==> config.mk <==
export PLATFORM = sky130hd
export DESIGN_NAME = ram_bus_responder
export DESIGN_NICKNAME = d
export VERILOG_FILES = /design/src/rtl/ram_bus_responder_pkg.sv /design/src/rtl/ram_bus_responder_ram_dff_array.sv /design/src/rtl/ram_bus_responder.sv
export SDC_FILE = /design/constraint.sdc
export NUM_CORES = 1
export LEC_CHECK = 0
export ABC_AREA = 1
export BUFFER_PORTS_ARGS = -buffer_cell sky130_fd_sc_hd__clkbuf_2
export CAP_MARGIN = 20
export CORE_ASPECT_RATIO = 1.4
export CORE_UTILIZATION = 40
export DETAILED_ROUTE_END_ITERATION = 16
export GPL_TIMING_DRIVEN = 0
export PLACE_DENSITY_LB_ADDON = 0.2
export SYNTH_ARGS = -nofsm -noshare
export SYNTH_HDL_FRONTEND = slang
export SYNTH_SLANG_ARGS = --single-unit
==> constraint.sdc <==
create_clock -name clk -period 2.9 [get_ports clk]
set_clock_uncertainty 0.05 [all_clocks]
set_input_delay 0.29 -clock clk [delete_from_list [all_inputs] [get_ports clk]]
set_output_delay 0.29 -clock clk [all_outputs]
set_load 0.005 [all_outputs]
==> src/rtl/ram_bus_responder_pkg.sv <==
// ram_bus_responder_pkg: shared widths, FSM states and control-word bit positions
package ram_bus_responder_pkg;

    localparam int DEF_ADDR_W = 4;
    localparam int DEF_DATA_W = 8;

    typedef enum logic {
        ST_RUN  = 1'b0,
        ST_PROG = 1'b1
    } state_e;

    localparam int CW_NLMA = 11;
    localparam int CW_NLMD = 10;
    localparam int CW_NCE  = 9;
    localparam int CW_NLR  = 8;

endpackage

==> src/rtl/ram_bus_responder_ram_dff_array.sv <==
// ram_dff_array: flop-based RAM, async clear, one write port and one combinational read port
module ram_dff_array
    import ram_bus_responder_pkg::*;
#(
    parameter int ADDR_W    = DEF_ADDR_W,
    parameter int DATA_W    = DEF_DATA_W,
    parameter int RAM_BYTES = 2 ** ADDR_W
) (
    input  logic              clk,
    input  logic              rst_n,
    input  logic              we,
    input  logic [ADDR_W-1:0] waddr,
    input  logic [DATA_W-1:0] wdata,
    input  logic [ADDR_W-1:0] raddr,
    output logic [DATA_W-1:0] rdata
);

    logic [DATA_W-1:0] mem_q [RAM_BYTES];

    // every word clears on reset; otherwise a single write per edge
    always_ff @(posedge clk or negedge rst_n) begin
        if (!rst_n) begin
            for (int i = 0; i < RAM_BYTES; i++) mem_q[i] <= '0;
        end else if (we) begin
            mem_q[waddr] <= wdata;
        end
    end

    assign rdata = mem_q[raddr];

endmodule

==> src/rtl/ram_bus_responder.sv <==
// ram_bus_responder: MAR/MDR/RAM responder for the CPU control bus with a byte-stream loader
module ram_bus_responder
    import ram_bus_responder_pkg::*;
#(
    parameter int ADDR_W    = DEF_ADDR_W,
    parameter int DATA_W    = DEF_DATA_W,
    parameter int RAM_BYTES = 2 ** ADDR_W
) (
    input  logic              clk,
    input  logic              rst_n,
    input  logic [DATA_W-1:0] bus_in,
    output logic [DATA_W-1:0] bus_out,
    output logic              bus_oe,
    input  logic              n_lma,
    input  logic              n_lmd,
    input  logic              n_ce,
    input  logic              n_lr,
    input  logic              prog_en,
    input  logic              prog_valid,
    input  logic [DATA_W-1:0] prog_data,
    output logic              prog_ready,
    output logic [ADDR_W-1:0] prog_ptr,
    output logic              prog_wrap,
    output logic              mode_prog
);

    state_e            state_q, state_d;
    logic [ADDR_W-1:0] mar_q, mar_d;
    logic [DATA_W-1:0] mdr_q, mdr_d;
    logic [ADDR_W-1:0] ptr_q, ptr_d;
    logic              wrap_q, wrap_d;
    logic              run, load, we;
    logic [ADDR_W-1:0] waddr;
    logic [DATA_W-1:0] wdata, rdata;

    // state, address/data registers and loader pointer
    always_ff @(posedge clk or negedge rst_n) begin
        if (!rst_n) begin
            state_q <= ST_RUN;
            mar_q   <= '0;
            mdr_q   <= '0;
            ptr_q   <= '0;
            wrap_q  <= 1'b0;
        end else begin
            state_q <= state_d;
            mar_q   <= mar_d;
            mdr_q   <= mdr_d;
            ptr_q   <= ptr_d;
            wrap_q  <= wrap_d;
        end
    end

    // prog_en alone selects the mode for the next cycle
    always_comb begin
        state_d = prog_en ? ST_PROG : ST_RUN;
    end

    // outputs decode from the registered state, so prog_ready is a registered signal
    always_comb begin
        run        = state_q == ST_RUN;
        mode_prog  = !run;
        prog_ready = !run;
        prog_ptr   = ptr_q;
        prog_wrap  = wrap_q;
        bus_oe     = run && !n_ce;
        bus_out    = bus_oe ? rdata : '0;
    end

    // CPU strobes act only in RUN; the loader owns the write port in PROG
    always_comb begin
        load   = prog_valid && prog_ready;
        mar_d  = (run && !n_lma) ? bus_in[ADDR_W-1:0] : mar_q;
        mdr_d  = (run && !n_lmd) ? bus_in : mdr_q;
        ptr_d  = (run && prog_en) ? '0 : load ? ptr_q + 1'b1 : ptr_q;
        wrap_d = load && (ptr_q == ADDR_W'(RAM_BYTES - 1));
        we     = run ? !n_lr : load;
        waddr  = run ? mar_q : ptr_q;
        wdata  = run ? mdr_q : prog_data;
    end

    ram_dff_array #(
        .ADDR_W   (ADDR_W),
        .DATA_W   (DATA_W),
        .RAM_BYTES(RAM_BYTES)
    ) u_ram (
        .clk  (clk),
        .rst_n(rst_n),
        .we   (we),
        .waddr(waddr),
        .wdata(wdata),
        .raddr(mar_q),
        .rdata(rdata)
    );

endmodule

==> run metrics <==
status complete, no violations; Port Buffers 39; vias in the first global route around 6100; multi-input logic area 2800 um2; Routability Congestion slightly above 0.9; pre-CTS setup slack 0.256 ns; Post-Syn Nets 962; Worst Path Required 2.56 ns; library cells used by synthesis 24; met3 usage around 4.3%; Die H between 150 and 200 um; pin slew with the least headroom to its limit 0.990 ns; hpwl dp roughly 15 mm; grt met2 use 41.2%; final setup margin approximately 0.11 ns; Slew HR 33.6%; GR Overflow Total 0; warnings from Yosys 0; CTS sink count 146; Min Hold Slack 0.0174 ns; Yosys reg bits between 100 and 150; DIE WIDTH around 110 um; CP Launch Point mar_q[1]; dominant cell type by area after synthesis dfrtp_1; Worst-path clk slew 0.06 ns; Longest Clk Path Bufs 2; Worst Hold Class in -> reg; postcts setup bufs 0; total negative slack 0 ns; CP max FO 10; most frequent cells in the layout 333 x nand2_1, 146 x dfrtp_1, 117 x o21ai_0, 113 x inv_1, 89 x nand3_1; Peak VDD IR about 450 uV; fin crit share 96.2%; Synth Area per Inst 7.60 um2; register area between 3000 and 4000 um2; crit end category primary output; Synth-to-Final Area Change 16.2%; worst skew pair latency 0.43 ns; Routed WL 21.0 mm; CTS tree built; f_max 359 MHz; number of H-tree levels 4; Root Buffer clkbuf_16; Critical Path Sink bus_out[3]; post-synthesis instance area 7120 um2; MaxCap Viol Count 0; cells after synthesis 937; RSZ-0062 raised after global routing false; core box area 17400 um2; Leak 4.11 nW; Most used DFF post-synth dfrtp_1; met1 Usage GRT 30.2%; layout cell share with drive strength beyond 1 roughly an eighth; Final Net Count 1023; starting density of the core 40.9%; final setup fails 0; detailed-router iteration count before antenna repair 6; WP data arrival roughly 2.5 ns; Tot GR Track Use between 20% and 30%; row count 57; Tmin final 2.79 ns; Post-synth EDFFs 0; R2R Path Start mode_prog; drt initial violations 542; die area 18300 um2; reg2reg setup slack between 0.3 and 0.4 ns; largest net degree at the start of global routing 96; commonest non-fill, non-tap cell in the layout nand2_1; Final Hold Violating Endpoints 0; busiest layer in global routing met2; fill count 1825; register area share after synthesis 51.3%; area share of the largest cell type after synthesis 51.3%; Worst Reg2Reg Path Length in Cells 5; PD cells 924 nW/um2; CTS buffer count 17; Ports 40; Vias around 6000; first-pass GRT wire length approximately 33 mm; wire per inst roughly 17 um; Vias/cell between 4 and 5; antenna viol nets, final 0; final slew viol count 0; post-synthesis async set-or-reset flop share 100%; antenna violations before repair 0; DRC viols 0; top cells by area, synth dfrtp_1 51%, nand2_1 18%, o21ai_0 8.2%; Worst setup SP type register; Antenna Cells 0; CP Class reg -> out; r2r endpoint u_ram.mem_q[93]
-- through the flow --
| stage | power [mW] | cells | util, % | area (um2) |
|---|---|---|---|---|
| floorplan | 4.76 | 937 | - | 7120 |
| global placement | 5.38 | 1212 | 43.7 | 7610 |
| detailed placement | 5.44 | 1213 | 43.9 | 7640 |
| CTS | 7.66 | 1247 | 47.5 | 8260 |
| global route | 8.19 | 1247 | 47.5 | 8270 |
| finish | 7.64 | 1247 | 47.5 | 8270 |
-- cell type report --
cell class,count,share of cell area [%]
plain buffers,45,2.75
clock buffers,21,5.57
clock inverters,11,1.57
inverters,121,5.49
multi-input cells,625,33.8
flip-flops and latches,146,44.2
well taps,236,3.57
repair buffers,42,3.04
-- worst max-delay path, cell delays in order, from the launching register on --
cell	delay, ns
dfrtp_1	0.41
clkbuf_2	0.35
clkbuf_1	0.45
nand3_1	0.13
nand3_1	0.16
nand3_1	0.09
a21oi_1	0.26
clkbuf_2	0.16
-- state kept, by name, indices dropped and copies added (netlist names) --
signal / flops
mode_prog: 1
prog_ptr: 4
mdr_q: 8
prog_wrap: 1
mar_q: 4
u_ram.mem_q: 128
-- cells in the mapped netlist, types with 3 or more instances --
library cell	n
dfrtp_1	146
a21oi_1	11
nor2_2	5
buf_4	3
buf_2	15
o21ai_2	4
o21ai_0	117
nand3_1	89
nand2_2	7
buf_1	3
clkbuf_1	22
o21ai_1	33
nor2_1	16
inv_1	113
nand2_1	333
inv_2	6
nor2_4	5
-- cell families (layout without fill, tap and decap cells) --
| kind of cell | after synthesis | after routing | share of synthesized area (%) |
|---|---|---|---|
| and+or+nand+nor | 458 | 458 | 27.1 |
| AOI/OAI and AO/OA | 166 | 166 | 12.0 |
| buffers and inverters | 166 | 240 | 9.39 |
| DFF | 146 | 146 | 51.3 |
| adders and majority gates | 1 | 1 | 0.176 |
-- power by group --
part           switching, mW  total, mW  internal (mW)  leakage, nW
Sequential             0.383       3.30           2.92         1.81
Clock                  0.892       2.21           1.32        0.288
Combinational           1.37       2.13          0.755         2.01
Total                   2.65       7.64           4.99         4.11
-- repair_timing --
item / in CTS / in global routing
hold buffers: 2 / 0
setup endpoints to repair: 8 / 8
hold endpoints to repair: 52 / 0
gates resized for setup: 3 / 16
-- worst min-delay path by stage --
stage               from              end  depth (start not counted)
2_1_floorplan      rst_n         mar_q[0]                          0
3_3_place_gp     prog_en        mode_prog                          1
3_5_place_dp       rst_n  u_ram.mem_q[13]                          1
4_1_cts        bus_in[6]         mdr_q[6]                          3
5_1_grt        bus_in[6]         mdr_q[6]                          3
6_report       bus_in[6]         mdr_q[6]                          3
-- metal layers --
layer | wire length (um) | part of all wire, %
met2 | 10200 | 49
met3 | 837 | 4.0
met1 | 8950 | 43
met5 | 0 | 0
met4 | 955 | 4.6
Note: power is estimated with default switching activity, not from simulation.
